### config.mk
export PLATFORM = sky130hd
export DESIGN_NAME = leaf_stream_packetizer
export DESIGN_NICKNAME = d
export VERILOG_FILES = /design/src/rtl/leaf_stream_packetizer.sv
export SDC_FILE = /design/constraint.sdc
export NUM_CORES = 1
export LEC_CHECK = 0
export ABC_AREA = 0
export CAP_MARGIN = 10
export CORE_UTILIZATION = 34
export CTS_BUF_LIST = sky130_fd_sc_hd__clkbuf_16
export DETAILED_ROUTE_END_ITERATION = 12
export GPL_TIMING_DRIVEN = 0
export PLACE_DENSITY = 0.76
export SYNTH_ARGS = -nofsm -noshare
export SYNTH_HDL_FRONTEND = slang
export SYNTH_SLANG_ARGS = --single-unit
### constraint.sdc
create_clock -name clk -period 3.8 [get_ports clk]
set_input_delay 0.76 -clock clk [delete_from_list [all_inputs] [get_ports clk]]
set_output_delay 0.76 -clock clk [all_outputs]
set_load 0.02 [all_outputs]
### src/rtl/leaf_stream_packetizer.sv
// leaf_stream_packetizer: kernel ap_vld/ap_ack stream -> credit-gated 49-bit BFT packets to one leaf/port.
// Optional last-packet replay is compiled in when LEAF_PACKETIZER_RESEND_EN is defined.

package leaf_stream_packetizer_pkg;
  localparam int unsigned PAYLOAD_BITS  = 32;
  localparam int unsigned NUM_LEAF_BITS = 5;
  localparam int unsigned NUM_PORT_BITS = 4;
  localparam int unsigned NUM_ADDR_BITS = 7;
  localparam int unsigned PACKET_BITS   = 1 + NUM_LEAF_BITS + NUM_PORT_BITS + NUM_ADDR_BITS + PAYLOAD_BITS;
  localparam int unsigned CREDIT_BITS   = 8;

  typedef struct packed {
    logic                     valid;
    logic [NUM_LEAF_BITS-1:0] leaf;
    logic [NUM_PORT_BITS-1:0] port;
    logic [NUM_ADDR_BITS-1:0] addr;
    logic [PAYLOAD_BITS-1:0]  payload;
  } bft_pkt_t;
endpackage

module leaf_stream_packetizer
  import leaf_stream_packetizer_pkg::*;
#(
  parameter int unsigned DEST_LEAF    = 2,
  parameter int unsigned DEST_PORT    = 1,
  parameter int unsigned INIT_CREDITS = 64
) (
  input  logic                    clk,
  input  logic                    reset,
  input  logic [PAYLOAD_BITS-1:0] din_user,
  input  logic                    vld_user,
  output logic                    ack_user,
  input  logic [PACKET_BITS-1:0]  din_leaf_bft2interface,
  output logic [PACKET_BITS-1:0]  dout_leaf_interface2bft,
  input  logic                    resend,
  output logic [CREDIT_BITS-1:0]  credit_count,
  output logic                    err_unexpected
);

  localparam int unsigned SUM_BITS   = CREDIT_BITS + 2;
  localparam int unsigned CREDIT_MAX = 1 << NUM_ADDR_BITS;

`ifdef LEAF_PACKETIZER_RESEND_EN
  typedef enum logic [1:0] {RUN = 2'd0, STALL = 2'd1, REPLAY = 2'd2} state_t;
`else
  typedef enum logic [0:0] {RUN = 1'b0, STALL = 1'b1} state_t;
`endif

  state_t                   state;
  logic [NUM_ADDR_BITS-1:0] addr;

  bft_pkt_t                 in_pkt_c;
  bft_pkt_t                 tx_pkt_c;
  logic                     xfer_c;
  logic                     is_credit_c;
  logic                     is_unexpected_c;
  logic [SUM_BITS-1:0]      credit_sum_c;
  logic [CREDIT_BITS-1:0]   credit_next_c;
  logic                     unused_c;

`ifdef LEAF_PACKETIZER_RESEND_EN
  bft_pkt_t                 shadow;
  logic                     shadow_vld;

  assign ack_user = reset && (credit_count != '0) && (state != REPLAY);
  assign unused_c = ^{in_pkt_c.addr, in_pkt_c.payload[PAYLOAD_BITS-1:8]};
`else
  // State tracks credit!=0 exactly, so RUN alone gates the kernel.
  assign ack_user = reset && (state == RUN);
  assign unused_c = ^{in_pkt_c.addr, in_pkt_c.payload[PAYLOAD_BITS-1:8], resend};
`endif

  assign in_pkt_c = din_leaf_bft2interface;
  assign xfer_c   = vld_user && ack_user;

  // Outgoing packet and inbound classification / credit arithmetic.
  always_comb begin
    tx_pkt_c.valid   = 1'b1;
    tx_pkt_c.leaf    = NUM_LEAF_BITS'(DEST_LEAF);
    tx_pkt_c.port    = NUM_PORT_BITS'(DEST_PORT);
    tx_pkt_c.addr    = addr;
    tx_pkt_c.payload = din_user;

    is_credit_c     = in_pkt_c.valid && (in_pkt_c.port == '0) &&
                      (in_pkt_c.leaf == NUM_LEAF_BITS'(DEST_LEAF));
    is_unexpected_c = in_pkt_c.valid && !is_credit_c;

    credit_sum_c = SUM_BITS'(credit_count) - SUM_BITS'(xfer_c);
    if (is_credit_c) begin
      credit_sum_c = credit_sum_c + SUM_BITS'(in_pkt_c.payload[7:0]);
    end
    if (credit_sum_c > SUM_BITS'(CREDIT_MAX)) begin
      credit_next_c = CREDIT_BITS'(CREDIT_MAX);
    end else begin
      credit_next_c = credit_sum_c[CREDIT_BITS-1:0];
    end
  end

  always_ff @(posedge clk) begin
    if (!reset) begin
      dout_leaf_interface2bft <= '0;
      credit_count            <= CREDIT_BITS'(INIT_CREDITS);
      addr                    <= '0;
      err_unexpected          <= 1'b0;
      state                   <= (INIT_CREDITS == 0) ? STALL : RUN;
`ifdef LEAF_PACKETIZER_RESEND_EN
      shadow                  <= '0;
      shadow_vld              <= 1'b0;
`endif
    end else begin
      err_unexpected <= is_unexpected_c;
      credit_count   <= credit_next_c;
      state          <= (credit_next_c == '0) ? STALL : RUN;
      if (xfer_c) begin
        dout_leaf_interface2bft <= tx_pkt_c;
        addr                    <= addr + NUM_ADDR_BITS'(1);
      end else begin
        dout_leaf_interface2bft <= '0;
      end
`ifdef LEAF_PACKETIZER_RESEND_EN
      if (xfer_c) begin
        shadow     <= tx_pkt_c;
        shadow_vld <= 1'b1;
      end
      // REPLAY lasts one cycle; a resend seen while replaying is dropped.
      if (state == REPLAY) begin
        dout_leaf_interface2bft <= shadow;
      end else if (resend && (shadow_vld || xfer_c)) begin
        state <= REPLAY;
      end
`endif
    end
  end

endmodule

* Word-level counts from Yosys, hierarchy flattened
Cells that the tools add are included.
** Cells by class
- Reductions and logical operators :: 9
- $add $sub $neg :: 3
- Bitwise logic cells :: 1
- Multiplexer cells :: 4
- Magnitude comparators :: 1
- Eq/ne operators :: 1
** Operator list (number)
- two-way mux 49 bit :: 1
- adder 9 x 9 -> 10 bit :: 1
- greater-than comparator 10 x 8 -> 1 bit, second input constant :: 1
- two-way mux 10 bit :: 1
- subtractor 8 x 1 -> 9 bit :: 1
- logical NOT 8 bit :: 1
- two-way mux 8 bit :: 1
- adder 7 x 1 -> 7 bit, second input constant :: 1
- == test 5 x 2 -> 1 bit, second input constant :: 1
- logical AND 1 bit :: 5
- logical NOT 4 bit :: 1
- AND reduction 2 bit :: 1
- logical NOT 1 bit :: 1
- two-way mux 1 bit :: 1
- NOT 1 bit :: 1
** Word-level totals
- Word-level logic and storage cells :: 25
- Input port bits :: 85
- Output and inout port bits :: 59
- Register bits after elaboration :: 66

* Logic depth before layout (Yosys ltp)
- Depth after elaboration :: 10
- Depth in mapped cells :: 15
- Mapped depth without buffers :: 13

* Worst setup path before layout
OpenSTA, ideal clock, no wires.
- Path kind :: input to register
- From :: input vld_user
- To :: register credit_count[1]
- Stages :: 15
- Data required time :: 3.722 ns
- Path slack :: 0.103 ns
- Arrival time :: 3.619 ns
- Path buffers :: 2
- Path through :: and3b_1 buf_2 clkbuf_1 ha_1 ha_1 nor3b_1 xnor2_1 inv_1 ha_1 o211ai_1 o211a_1 or2_1 o311ai_2 nand2_2 nor3_1
** Between the ends
- Word-level cells in the longest chain between the ends :: 6
** Ends and longest elaborated chain
- start: declaration :: RTL line 31 : input logic vld_user,
- logical AND 1 bit * :: RTL line 74 : assign xfer_c = vld_user && ack_user;
- via xfer_c :: RTL line 54 : logic xfer_c;
- subtractor 8 x 1 -> 9 bit * :: RTL line 88 : credit_sum_c = SUM_BITS'(credit_count) - SUM_BITS'(xfer_c);
- adder 9 x 9 -> 10 bit :: RTL line 90 : credit_sum_c = credit_sum_c + SUM_BITS'(in_pkt_c.payload[7:0]);
- two-way mux 10 bit * :: RTL line 89 : if (is_credit_c) begin
- greater-than comparator 10 x 8 -> 1 bit :: RTL line 92 : if (credit_sum_c > SUM_BITS'(CREDIT_MAX)) begin
- two-way mux 8 bit * :: RTL line 92
- end signal: assignment :: RTL line 102 : credit_count <= CREDIT_BITS'(INIT_CREDITS);
- end signal: assignment :: RTL line 112 : credit_count <= credit_next_c;
- end: declaration :: RTL line 36 : output logic [CREDIT_BITS-1:0] credit_count,
Mark *: on every way through the listed nets, which the timed path passes. The rest lies on a longest branch.
A chain may end at the register's enable or synchronous reset.

* Final worst setup path
- From :: input vld_user
- To :: register credit_count[7]
** Between the ends
- Word-level cells in the longest chain between the ends :: 6
** Ends and longest elaborated chain (RTL line)
- logical AND 1 bit * :: 74
- subtractor 8 x 1 -> 9 bit * :: 88
- adder 9 x 9 -> 10 bit :: 90
- two-way mux 10 bit * :: 89
- greater-than comparator 10 x 8 -> 1 bit :: 92
- two-way mux 8 bit * :: 92
Mark *: on every way between the ends. The rest lies on a longest branch, timed or not.

==> results by group <==
STA
  – # setup viols final: 0
  – Worst hold slack: roughly 470 ps
  – Final worst path period share: ~96%
  – TNS Setup: 0 ps
  – Final Hold Fails: 0
  – Fin. max-slew vios: 0
  – Slew margin rel.: between 60% and 70%
  – Fin crit period: approximately 3600 ps
  – Clk_skew: 3.94 ps
  – Setup repair after global routing missed its margin: no
  – Worst slew pin tran: around 590 ps
  – Fmax: approximately 280 MHz

Place
  – # port buffers: roughly 100
  – Gpl congestion: 0.810
  – DP HPWL: 4710 um

Final layout
  – Layout cells sized above 1: around an eighth
  – Area delta synth->final: 63.4%
  – Commonest non-fill, non-tap cells in the layout: clkdlybuf4s50_1, dfxtp_1, and2_1
  – Most common cell after layout, fill and taps aside: clkdlybuf4s50_1
  – Nets: about 470
  – Antenna diode count: 0

Power
  – VDD IR max: approximately 0.18 mV
  – Leakage: roughly 1.6 nW
  – Tot Pwr: ~1.9 mW
  – Power density over cell area: ~470 nW/um2

Floorplanning
  – Die footprint: between 7000 and 8000 um2
  – I/O Pins: about 140
  – Cell Rows: 30
  – Die X-Extent: between 80 and 90 um
  – Vert. Die Dim: 87.5 um
  – Core area: 6940 um2
  – Initial Util: 35.8%

GRT
  – First-pass GRT wire length: between 9000 and 10,000 um
  – Gr usage total: 16.6%
  – Antenna violations before repair: 0
  – Grt ovf: 0
  – Largest net degree at the start of global routing: 18
  – Vias in the first global route: about 2,100

Worst setup path
  – CP required: 4010 ps
  – CP Launch Type: input port
  – Crit-path max FO: 6
  – Crit path DAT: ~3900 ps
  – Crit. End Element: flip-flop
  – Critical path type: input port to flip-flop

Yosys
  – Synth Warn #: 0
  – Synthesized flop and latch total: 57
  – Netlist cell types: between 40 and 50
  – Cell area after synthesis: between 2000 and 2500 um2
  – Leading area contributor after synthesis: dfxtp_1
  – Number of flops mapped to enable cells by yosys: 0
  – Async SR Flop Fraction: 0%
  – Syn avg cell area: approximately 9.8 um2
  – Yosys top cell area share: roughly 46%
  – Largest cells by area after synthesis: dfxtp_1, and2_1, ha_1
  – Post-synthesis sequential area ratio: between 40% and 50%
  – Prevailing post-synth register cell: dfxtp_1
  – Synth Instances: ~250

Drt
  – Avg Vias per Cell: 4.45
  – Average wire per standard cell: around 13 um
  – DR iter-0 viols: 62
  – Vias: 2,122
  – Antenna Nets Post-Route: 0
  – DR pass1 iterations: 6
  – # DRC: 0
  – Post-Route WL: just over 6000 um

Hold path
  – Min-Delay Path Class: flip-flop to flip-flop

Clock tree
  – Root Buffer: clkbuf_16
  – Post-cts hold buffer count: 0
  – H-Tree Level Count: 3
  – CTS clk-pin slew, worst paths: 50 ps
  – CTS buffer count: 9
  – CTS tree: built
  – CTS Buffer Depth: 2
  – Clock sink total: 57
  – Clk_lat worst skew: 320 ps

Outcome
  – Status: finished, final reports clean

Run
  – Maxcap violations: 0
[synthesized netlist by cell type (all sizes together), types with 2 or more instances]
library cell,number
xnor2,6
inv,6
mux2i,3
nor4b,2
o211ai,3
and3b,2
clkbuf,5
nand2,11
nand3,7
a211oi,2
xor2,6
nor2b,3
a31oi,3
nor3,12
nor3b,3
and3,3
ha,12
a21oi,9
o21ai,10
or3,4
or2,2
buf,12
and2,45
dfxtp,57
nor2,10
[critical path, stage by stage]
cell and delay [ps]:
clkdlybuf4s50_1 470, and3b_1 170, buf_6 120, ha_4 140
ha_4 150, nor3b_4 210, xnor2_1 180, inv_1 120
ha_4 310, o211ai_1 120, o211a_1 240, or2_1 260
o311ai_4 300, nand2_1 120, and2_1 170
[sequential cells by signal (all words and copies together) (netlist names)]
register	count
credit_count	8
dout_leaf_interface2bft	40
err_unexpected	1
addr	7
state	1
[through the flow]
stage / std cells / cell area (um2) / util, % / setup slack (ps)
floorplan: 259 / 2510 / - / 103
global placement: 459 / 3670 / 52.8 / -1050
detailed placement: 459 / 3670 / 52.8 / -1160
CTS: 474 / 4010 / 57.8 / 48.8
global route: 477 / 4060 / 58.5 / 9.23
finish: 477 / 4060 / 58.5 / 164
[layout make-up]
class | count | area, um2
timing repair buffer | 107 | 1060
sequential | 57 | 1140
clock buffer | 9 | 225
clock inverter | 7 | 52.6
tap | 96 | 120
buffer | 16 | 106
fill | 578 | 2880
inverter | 6 | 22.5
multi-input combinational | 179 | 1330
[layer usage]
metal / track usage (%) / part of all wire [%]
met1: 16.6 / 40
met3: 5.97 / 6.2
met2: 31.3 / 53
met4: 5.81 / 0.82
met5: 0 / 0
[power breakdown]
group	total (mW)	leakage [nW]	internal [mW]	switching, mW
clock network	0.742	0.138	0.491	0.251
registers	0.660	0.466	0.633	0.0272
logic	0.507	1.03	0.250	0.258
total	1.91	1.63	1.37	0.535
[worst paths after layout]
check	endpoint	start	cells after the start	slack, ps
max	credit_count[7]	vld_user	15	160
min	dout_leaf_interface2bft[38]	addr[6]	1	470
max reg2reg	credit_count[7]	state	14	680
min reg2reg	dout_leaf_interface2bft[38]	addr[6]	1	470
[kinds of logic (layout without fill, tap and decap cells)]
kind of cell | count (synthesis) | in the layout | share of synthesized area, %
xor+xnor | 12 | 12 | 4.23
flops | 57 | 57 | 45.9
fa+ha+maj | 13 | 13 | 6.85
mux | 3 | 3 | 1.21
simple gates | 109 | 109 | 26.0
other cells | 1 | 7 | 0.151
compound gates | 35 | 35 | 10.6
buf+inv | 23 | 145 | 5.09
[timing repair]
| item | 4_1_cts | 5_1_grt |
|---|---|---|
| setup buffers | 0 | 3 |
| resized for setup | 12 | 7 |
| endpoints found under the setup margin | 9 | 9 |
| endpoints found under the hold margin | 0 | 0 |
| pin swaps | 1 | 2 |
Note: power is estimated with default switching activity, not from simulation.
